File: src/rtl/serial_add_pkg.sv
// Shared types and helpers for the bit-serial adder controller.
package serial_add_pkg;

  typedef enum logic [1:0] {
    IDLE = 2'd0,
    PH0  = 2'd1,
    PH1  = 2'd2,
    DONE = 2'd3
  } state_t;

  // Bit-index width for a given operand width, never narrower than 1.
  function automatic int unsigned idx_width(input int unsigned width);
    return (width > 1) ? $clog2(width) : 1;
  endfunction

endpackage

File: src/rtl/ha_cell.sv
// Single half-adder cell: the only arithmetic resource of the serial adder.
module ha_cell (
  input  logic a,
  input  logic b,
  output logic sum,
  output logic cout
);

  assign sum  = a ^ b;
  assign cout = a & b;

endmodule

File: src/rtl/serial_add_ctrl.sv
// Bit-serial adder controller: one half-adder cell time-shared over two
// phases per bit (PH0: a^b / a&b, PH1: propagate into running carry).
module serial_add_ctrl
  import serial_add_pkg::*;
#(
  parameter int unsigned WIDTH = 8
) (
  input  logic             clk,
  input  logic             rst_n,
  input  logic             start,
  input  logic [WIDTH-1:0] op_a,
  input  logic [WIDTH-1:0] op_b,
  input  logic             cin,
  output logic             busy,
  output logic             done,
  output logic [WIDTH-1:0] sum,
  output logic             cout
);

  localparam int unsigned IDX_W = idx_width(WIDTH);

  state_t           state, state_nx;
  logic [IDX_W-1:0] idx;
  logic [WIDTH-1:0] a_q, b_q, shreg, shreg_nx;
  logic             p, g, carry, carry_nx;
  logic             ha_a, ha_b, ha_sum, ha_cout;
  logic             last_bit;

  ha_cell u_ha (
    .a    (ha_a),
    .b    (ha_b),
    .sum  (ha_sum),
    .cout (ha_cout)
  );

  assign last_bit = (idx == IDX_W'(WIDTH - 1));
  assign carry_nx = g | ha_cout;

  // LSB-first result: each new bit enters at the MSB and the register shifts right.
  always_comb begin
    shreg_nx            = shreg >> 1;
    shreg_nx[WIDTH-1]   = ha_sum;
  end

  always_comb begin
    ha_a = 1'b0;
    ha_b = 1'b0;
    case (state)
      PH0: begin
        ha_a = a_q[idx];
        ha_b = b_q[idx];
      end
      PH1: begin
        ha_a = p;
        ha_b = carry;
      end
      default: ;
    endcase
  end

  always_comb begin
    state_nx = state;
    case (state)
      IDLE:    if (start) state_nx = PH0;
      PH0:     state_nx = PH1;
      PH1:     state_nx = last_bit ? DONE : PH0;
      DONE:    state_nx = IDLE;
      default: state_nx = IDLE;
    endcase
  end

  always_ff @(posedge clk) begin
    if (!rst_n) begin
      state <= IDLE;
      idx   <= '0;
      a_q   <= '0;
      b_q   <= '0;
      shreg <= '0;
      p     <= 1'b0;
      g     <= 1'b0;
      carry <= 1'b0;
      sum   <= '0;
      cout  <= 1'b0;
    end else begin
      state <= state_nx;
      case (state)
        IDLE: if (start) begin
          a_q   <= op_a;
          b_q   <= op_b;
          carry <= cin;
          idx   <= '0;
        end
        PH0: begin
          p <= ha_sum;
          g <= ha_cout;
        end
        PH1: begin
          shreg <= shreg_nx;
          carry <= carry_nx;
          if (last_bit) begin
            sum  <= shreg_nx;
            cout <= carry_nx;
          end else begin
            idx <= idx + IDX_W'(1);
          end
        end
        default: ;
      endcase
    end
  end

  assign busy = (state == PH0) || (state == PH1);
  assign done = (state == DONE);

endmodule

File: config.mk
export PLATFORM = sky130hd
export DESIGN_NAME = serial_add_ctrl
export DESIGN_NICKNAME = d
export VERILOG_FILES = /design/src/rtl/serial_add_pkg.sv /design/src/rtl/ha_cell.sv /design/src/rtl/serial_add_ctrl.sv
export SDC_FILE = /design/constraint.sdc
export NUM_CORES = 1
export LEC_CHECK = 0
export CORE_AREA = 5 5 72 74
export DETAILED_ROUTE_END_ITERATION = 6
export DIE_AREA = 0 0 77 79
export PLACE_DENSITY = 0.7
export SLEW_MARGIN = 15
export SYNTH_ARGS = -nofsm -noshare
export SYNTH_HDL_FRONTEND = slang
export SYNTH_SLANG_ARGS = --single-unit
File: constraint.sdc
create_clock -name clk -period 1.7 [get_ports clk]
set_input_delay 0.255 -clock clk [delete_from_list [all_inputs] [get_ports clk]]
set_output_delay 0.255 -clock clk [all_outputs]
set_load 0.03 [all_outputs]
==> results.txt, run 1 <==
The total global routing track utilization came out at 0.122. The number of fill cells is 429. The number of I/O port buffers is 30.

The data required time at the worst endpoint is 1.85 ns. Setup violations remaining at the end of the flow were counted as 5. The post-route worst setup slack is -0.0417 ns. The number of DRC violations after detailed-routing iteration 0 came out at 87.

Across the VDD grid, the largest voltage drop is 0.537 mV. The max-cap violation count came out at 0. In this run, post-CTS hold repair placed 0 buffers. The post-place instance area is 2190 um^2. The sink count of the clock tree came out at 40.

The max-slew violation total from the final report was 0. The sequential fraction of the synthesis area came out at 0.461. The design draws 2.24 mW.

The number of buffers and inverters on the critical path came out at 1. The clock arrives with 0.0112 ns of skew. In this run, synthesis produced a sequential element count of 40. The number of rows in the core area came out at 25.

The total core area is 4540 um^2. After synthesis, the largest family of logic cells by area is simple AND/OR/NAND/NOR gates. The delay of the slowest cell on the worst path is 0.50 ns. The internal power consumption is 1.60 mW.

The HPWL after detailed placement is 2560 um. The antenna diode count came out at 0. The mean instance size in the synthesized netlist is 8.59 um^2. The fraction of the cycle the final worst path needs is 1.02. The H-tree was split into 2 levels. Of the total power, the clock network draws 0.285. The worst setup path is launched from a flip-flop. The count of warnings emitted by yosys came out at 0. The post-route setup TNS is -0.154 ns. Measured against its own limit, the worst slew margin works out to 0.678. The via count of the first global-routing pass came out at 1,334. Of the total power, combinational logic draws 0.248. Synthesis produced a netlist whose cell count is 202. Counting the buffers created by CTS gives 5. The clock-pin transition on the worst setup and hold timing paths came out at 0.07 ns. Of the post-synthesis cell area, the dominant cell type holds 0.461. The highest clock frequency the design can meet is 0.574 GHz. The final layout contains 271 nets. The average routed wire per standard cell came out at 12.4 um. Of the cells placed in the final design, the portion with a size suffix greater than 1 is 0.160. The critical path is of the reg -> reg type. The DRC violation count after routing came out at 0. The xor-xnor portion of the synthesized cell area is 0. The leading register cell type out of synthesis is dfxtp_1.

The synthesized netlist net count is 230. The run finished, with violations left. The area growth from synthesis to layout is 34.5%. The data arrival at the endpoint of the critical path is 1.89 ns. The cell sitting at the root of the clock tree is a clkbuf_8. For this design the total switching power over the nets is 638 uW.

The wire length after detailed routing came out at 3700 um. Setup repair after global routing could not meet its margin everywhere. The global placer's final weighted congestion is 0.785.

Yosys attributes the largest share of cell area to dfxtp_1 46%, nand2_1 11%, a21oi_1 7.5%. The length of the first detailed-routing pass in iterations is 4. The share of flip-flops with an asynchronous set or reset after synthesis is 0.

The highest fanout seen on the critical path is 4. The portion of total power attributed to sequential cells is 0.467. With fillers left out, the area of the finished cells amounts to 2330 um^2. Dividing the detail-routed via count by the number of cells gives 4.97. The first global-routing pass estimated 6030 um of wire. The share of the core filled with cells in the final layout is 0.515.

The CTS tree is yes. The mux cell area share after synthesis is 0.101. The count of endpoints failing hold in the final timing report came out at 0.

The pin count of the biggest net entering global routing came out at 18. The total grt overflow came out at 0. The vertical extent of the die is 79 um. On the critical path, the stage with the largest delay is an instance of mux4_2. The count of pins on the block boundary is 31. The class of the tightest hold or removal check is reg -> reg.

The number of flops mapped to enable cells by yosys came out at 0. The final hold slack is 0.451 ns. The share of the synthesized area in compound gates (AO/OA/AOI/OAI) is 0.142.

The worst setup path is captured at a flip-flop. The adder-cell share of the synthesized area came out at 0.0577. The count of cell types in the netlist is 28. The horizontal die dimension came out at 77 um.

In this design, the largest share of critical-path delay is due to multiplexers. For the finished layout, the period the worst path requires is 1.74 ns. The synthesized design spends more area on one cell type than any other, namely dfxtp_1. The fraction of the mapped netlist area in simple logic gates came out at 0.193. The cell leakage power is 0.861 nW. The insertion delay to the later sink of the worst-skew pair came out at 0.29 ns.

The longest clock path from root to sink contains 2 buffers. The count of nets left with antenna violations once routing finished came out at 0. The final reports fail on negative setup slack. The measured slew at the worst slew-check pin is 0.483 ns. The initial antenna violation count came out at 0. The die covers 6080 um^2.

The via count of the routed design came out at 1,482. The total standard cell area after synthesis came out at 1740 um^2. The initial utilization of the core area, before any placement, comes to 0.383.

The critical path goes through mux4_2 -> o2111ai_2 -> a21boi_1 -> ha_2 -> nor2_4 -> buf_4 -> a211oi_2. In this run the power density over the cells is 960 nW/um^2. The switching share of power is 0.285.
layout by cell type, fill, tap and decap left out, types with 2 or more instances in the layout:
cell type / instances
nand2_1: 52
dfxtp_1: 39
clkdlybuf4s50_1: 28
a21oi_1: 25
buf_4: 17
nor2_1: 15
mux2i_1: 13
ha_1: 6
clkbuf_8: 6
inv_1: 3
mux4_2: 2
nand3_1: 2
nand3b_1: 2
o2111ai_2: 2
a21boi_1: 2
nor2b_1: 2
a22o_1: 2
a22oi_1: 2
and2_1: 2
ha_2: 2
clkbuf_1: 2
buf_12: 2
through the flow:
stage               worst slack [ns]  cells
finish                       -0.0417    298
CTS                          -0.0481    297
detailed placement            -0.113    289
global placement             -0.0594    289
floorplan                     -0.108    202
global route                  -0.139    298
routing by layer:
metal / global-route usage / share of wire / wire length, um / vias to the layer above
met5: 0 / 0 / 0 / -
met4: 0.0670 / 0.020 / 74 / 0
met3: 0.0340 / 0.048 / 179 / 5
met2: 0.200 / 0.48 / 1760 / 33
met1: 0.145 / 0.45 / 1680 / 681
li1: - / - / - / 763
power groups by stage:
stage	Sequential [mW]	Clock [mW]	Combinational, mW
final	1.05	0.639	0.557
after global routing	1.05	0.696	0.619
after CTS	1.04	0.662	0.547
after detailed placement	1.07	0	0.540
after global placement	1.06	0	0.535
after floorplan	1.06	0	0.351
path summary, 6_finish.rpt:
| kind | to | from | cells after the start | slack [ns] |
|---|---|---|---|---|
| worst max-delay path | cout | idx[0] | 7 | -0.04 |
| worst min register to register | a_q[1] | a_q[1] | 2 | 0.45 |
| worst max register to register | cout | idx[0] | 7 | -0.04 |
| worst min-delay path | a_q[1] | a_q[1] | 2 | 0.45 |
flip-flops by register name, indices dropped and copies added, names as in the netlist:
name,cells
cout,1
shreg,7
carry,1
b_q,8
g,1
idx,3
state,2
a_q,8
sum,8
p,1
tightest hold or removal path, cell delays in order (launching register included):
cell	delay [ns]
dfxtp_1	0.31
nand2_1	0.05
a21oi_1	0.05
final cells by class:
| class | instances | area (um^2) | area share |
|---|---|---|---|
| tap | 54 | 67.6 | 0.0289 |
| multi-input combinational | 145 | 905 | 0.387 |
| sequential | 40 | 805 | 0.345 |
| timing repair buffer | 48 | 457 | 0.196 |
| clock buffer | 8 | 90.1 | 0.0386 |
| inverter | 3 | 11.3 | 0.00482 |
synthesized netlist by cell type, types with 2 or more instances:
| cell | count |
|---|---|
| a211oi_1 | 2 |
| a21boi_1 | 2 |
| a21oi_1 | 26 |
| a22o_1 | 2 |
| a22oi_1 | 2 |
| and2_1 | 3 |
| buf_2 | 5 |
| clkbuf_1 | 6 |
| dfxtp_1 | 40 |
| ha_1 | 8 |
| inv_1 | 3 |
| mux2i_1 | 13 |
| mux4_2 | 2 |
| nand2_1 | 53 |
| nand3_1 | 3 |
| nand3b_1 | 2 |
| nor2_1 | 16 |
| nor2b_1 | 2 |
| o2111ai_1 | 2 |
| o21ai_0 | 2 |
repair_timing:
item                       in CTS  in global routing
hold endpoints to repair        0                  0
resized for setup               5                  8
setup endpoints to repair       6                 16
setup buffers                   0                  1
gates cloned                    0                  0
pin swaps                       3                  0
cells by family after synthesis:
family          count (synthesis)
fa+ha+maj                       8
flops                          40
buf+inv                        17
compound gates                 41
mux                            15
simple gates                   81
No activity file was read; power rests on OpenSTA's default activity.
==> run 2, diff against run 1 <==
Settings changed: ABC_CLOCK_PERIOD_IN_PS set to 1700.
==> results of run 2 <==
No change in the layout: final DEF, timing and power equal those of run 1.
==> run 3, diff against run 2 <==
Settings changed: CORE_AREA 5 5 72 74 to 5 5 69 71, DIE_AREA 0 0 77 79 to 0 0 74 76, PLACE_DENSITY 0.7 to 0.75.
==> run 3 against run 2 <==
  * Largest cell class unchanged
  * Global-route usage grew 2.0 points
  * The run still ends with negative setup slack left
  * Maximum frequency shrank 2.2%
  * Utilization grew 5.0 points
  * Largest power group is now the clock network
==> results.txt, run 3 (synthesis gave the netlist of run 1 again) <==
The flow ran to the end, but the final reports show violations. The checks that failed: negative setup slack. The clock tree root buffer cell is clkbuf_8.

The sequential cell area in the final layout is 807 um^2 (+0.31%). The final critical-path required period came out at 1.78 ns (+0.0389 ns). The path with the worst hold slack has its endpoint at a_q[1].

The total grt overflow was 0 (unchanged). Setup repair after global routing could not meet its margin everywhere. The pin count of the biggest net entering global routing came to 41 (+23). The largest voltage drop on the vdd net is 0.675 mV (+26%). The launching point of the worst reg2reg path is idx[0]. The global routing stage identified its most utilized layer as met2. The initial cell density of the core was 0.416 (+0.0331). The number of levels in the clock H-tree came out at 2 (unchanged). The die outline area is 5620 um^2 (-7.5%). The multi-input logic area is 878 um^2 (-2.9%). The initial antenna violation count came out at 0 (unchanged). The number of rows in the core area came out at 24 (-4.0%). The length of the first detailed-routing pass in iterations is 4 (unchanged). The number of buffers and inverters on the critical path came to 0 (-1). The vertical extent of the die came out at 76 um (-3.8%). The highest clock frequency the design can meet came to 0.562 GHz (-2.2%). The wire length of the first global-routing pass came out at 6280 um (+4.1%). The post-route cell area is 2360 um^2 (+0.96%). The data arrival at the endpoint of the critical path was 1.97 ns (+0.08 ns). The clock-pin transition on the worst setup and hold timing paths is 0.08 ns (about the same). The category of cells accounting for the largest share of critical-path delay is multiplexers.

The total number of nets in the final design is 270 (-0.37%). The buffer depth of the longest clock path is 2 (unchanged). For this design, the slowest cell found on the critical path is mux4_2. The DRC violation count after routing came out at 0 (unchanged). The number of buffers added to fix hold violations after cts is 0 (unchanged). The hold path depth is 2 (unchanged).

The fraction of final layout cells sized beyond drive strength 1 was 0.152 (-0.00757). In the layout the commonest cells are 53 x nand2_1, 37 x dfxtp_1, 28 x clkdlybuf4s50_1, 26 x a21oi_1, 17 x buf_4. The max-cap violation count is 0 (unchanged). The delay of the slowest cell on the worst path is 0.50 ns (about the same). STA classifies the critical path endpoint as a flip-flop. The antenna diode count is 0 (unchanged). The power per standard cell area came out at 1130 nW/um^2 (+17%). The met1 usage came out at 0.183 (+0.0379).

The fraction of the cycle the final worst path needs came to 1.05 (+0.0229). The number of nets with antenna violations after routing is 0 (unchanged). The remaining max-slew budget at the tightest pin is 0.783 (+0.105). The number of I/O port buffers came out at 30 (unchanged). The final setup violation count is 6 (+1). The measured slew at the worst slew-check pin came out at 0.325 ns (-0.158 ns).

The slack of the worst reg-to-reg path came out at -0.08 ns (-0.04 ns). The count of pins on the block boundary is 31 (unchanged). TritonCTS built the clock tree. Relative to the synthesized area, the layout overhead comes to 35.8%.

The HPWL after detailed placement came out at 2510 um (-1.9%). The met3 demand-to-capacity share in global routing is 0.0422 (+0.00820). The post-route clock skew is 0.00441 ns (-0.00683 ns). The cell leakage power came out at 0.878 nW (+2.0%). The number of DRC violations after detailed-routing iteration 0 came out at 91 (+4.6%). The class of the tightest hold or removal check is reg -> reg. In this run the critical register-to-register path is captured at carry.

The insertion delay to the later sink of the worst-skew pair came to 0.30 ns (about the same). The largest registers in the layout are a_q x8, b_q x8, sum x8. The number of fill cells came out at 381 (-11%). The max-slew violation total from the final report came out at 0 (unchanged). The post-route worst setup slack came out at -0.0806 ns (-0.0389 ns). The via count of the routed design came out at 1,468 (-0.94%). The library cell used most frequently in the layout, excluding fill and tap cells, is nand2_1.

The class of the most critical setup path is reg -> reg. The worst setup path is launched from a flip-flop. The horizontal die dimension came to 74 um (-3.9%). The total core area came out at 4170 um^2 (-8.0%). The count of endpoints failing hold in the final timing report came to 0 (unchanged). The origin of the worst min-delay path is a_q[1]. The total global routing track utilization is 0.142 (+0.0197). The final standard cell count with taps included and fillers excluded came to 295 (-1.0%). The cell count after placement came out at 286 (-1.0%). The share of the core filled with cells in the final layout is 0.565 (+0.0500). The global placer's final weighted congestion is 0.773 (-1.5%). The highest fanout seen on the critical path is 4 (unchanged). The worst reg2reg path depth is 8 (+1). The via count of the first global-routing pass is 1,385 (+3.8%). The wire length after detailed routing came out at 3680 um (-0.32%). The via density per instance came out at 4.98 (about the same). The number of buffers added by the clock tree synthesis step came out at 5 (unchanged). The post-place instance area came out at 2170 um^2 (-1.0%). The data required time at the worst endpoint came to 1.89 ns (+0.04 ns). The average routed wire per standard cell was 12.5 um (+0.69%). The signal on the critical path passes through mux4_2 -> o2111ai_2 -> a21boi_1 -> ha_2 -> nor2_2 -> nand3_1 -> o221ai_1 -> nor2_1. The met2 capacity usage during global routing came out at 0.215 (+0.0151).

The sink count of the clock tree was 40 (unchanged).
[run 3: cell count changes in the layout (fill, tap and decap cells not counted), sizes merged]
cell	before	now
bufinv	0	3
buf	19	18
clkbuf	8	5
[run 3: how the worst max path moves through the flow]
stage | to | slack (ns) | start | depth (start not counted)
CTS | carry | -0.06 | idx[0] | 8
global placement | carry | -0.07 | idx[0] | 8
global route | carry | -0.18 | idx[0] | 8
floorplan | carry | -0.11 | idx[0] | 9
finish | carry | -0.08 | idx[0] | 8
detailed placement | carry | -0.12 | idx[0] | 8
[run 3: stage by stage]
step	TNS [ns]	hold slack [ns]	total power [mW]	worst slack (ns)
CTS	-0.189	0.457	2.67	-0.0630
finish	-0.261	0.457	2.66	-0.0806
global route	-0.833	0.473	2.78	-0.179
global placement	-0.176	0.441	1.59	-0.0739
floorplan	-0.294	0.391	1.41	-0.108
detailed placement	-0.406	0.447	1.60	-0.121
[run 3: area by class of cell]
cell class              count  share of cell area
clock inverters             3              0.0382
repair buffers             47               0.185
inverters                   3             0.00478
flip-flops and latches     40               0.342
multi-input cells         145               0.373
clock buffers               5              0.0292
well taps                  52              0.0276
[run 3: worst min-delay path, stage by stage, from the launching register on]
cell and delay (ns):
dfxtp_1 0.31, nand2_1 0.05, a21oi_1 0.05
[run 3: per-layer routing]
layer | up-vias | wire length (um)
li1 | 758 | -
met1 | 681 | 1710
met2 | 23 | 1760
met3 | 6 | 136
met4 | 0 | 79
met5 | - | 0
[run 3: what timing repair did]
action                     CTS  global route
pin swaps                    5             1
setup endpoints to repair    6            16
resized for setup            4             4
hold endpoints to repair     0             0
buffers inserted             0             1
[run 3: power by group]
| group | switching [mW] | internal [mW] | leakage, nW | total [mW] |
|---|---|---|---|---|
| Sequential | 0.0435 | 1.00 | 0.326 | 1.05 |
| Clock | 0.339 | 0.734 | 0.0784 | 1.07 |
| Combinational | 0.278 | 0.261 | 0.474 | 0.539 |
| Total | 0.661 | 2.00 | 0.878 | 2.66 |
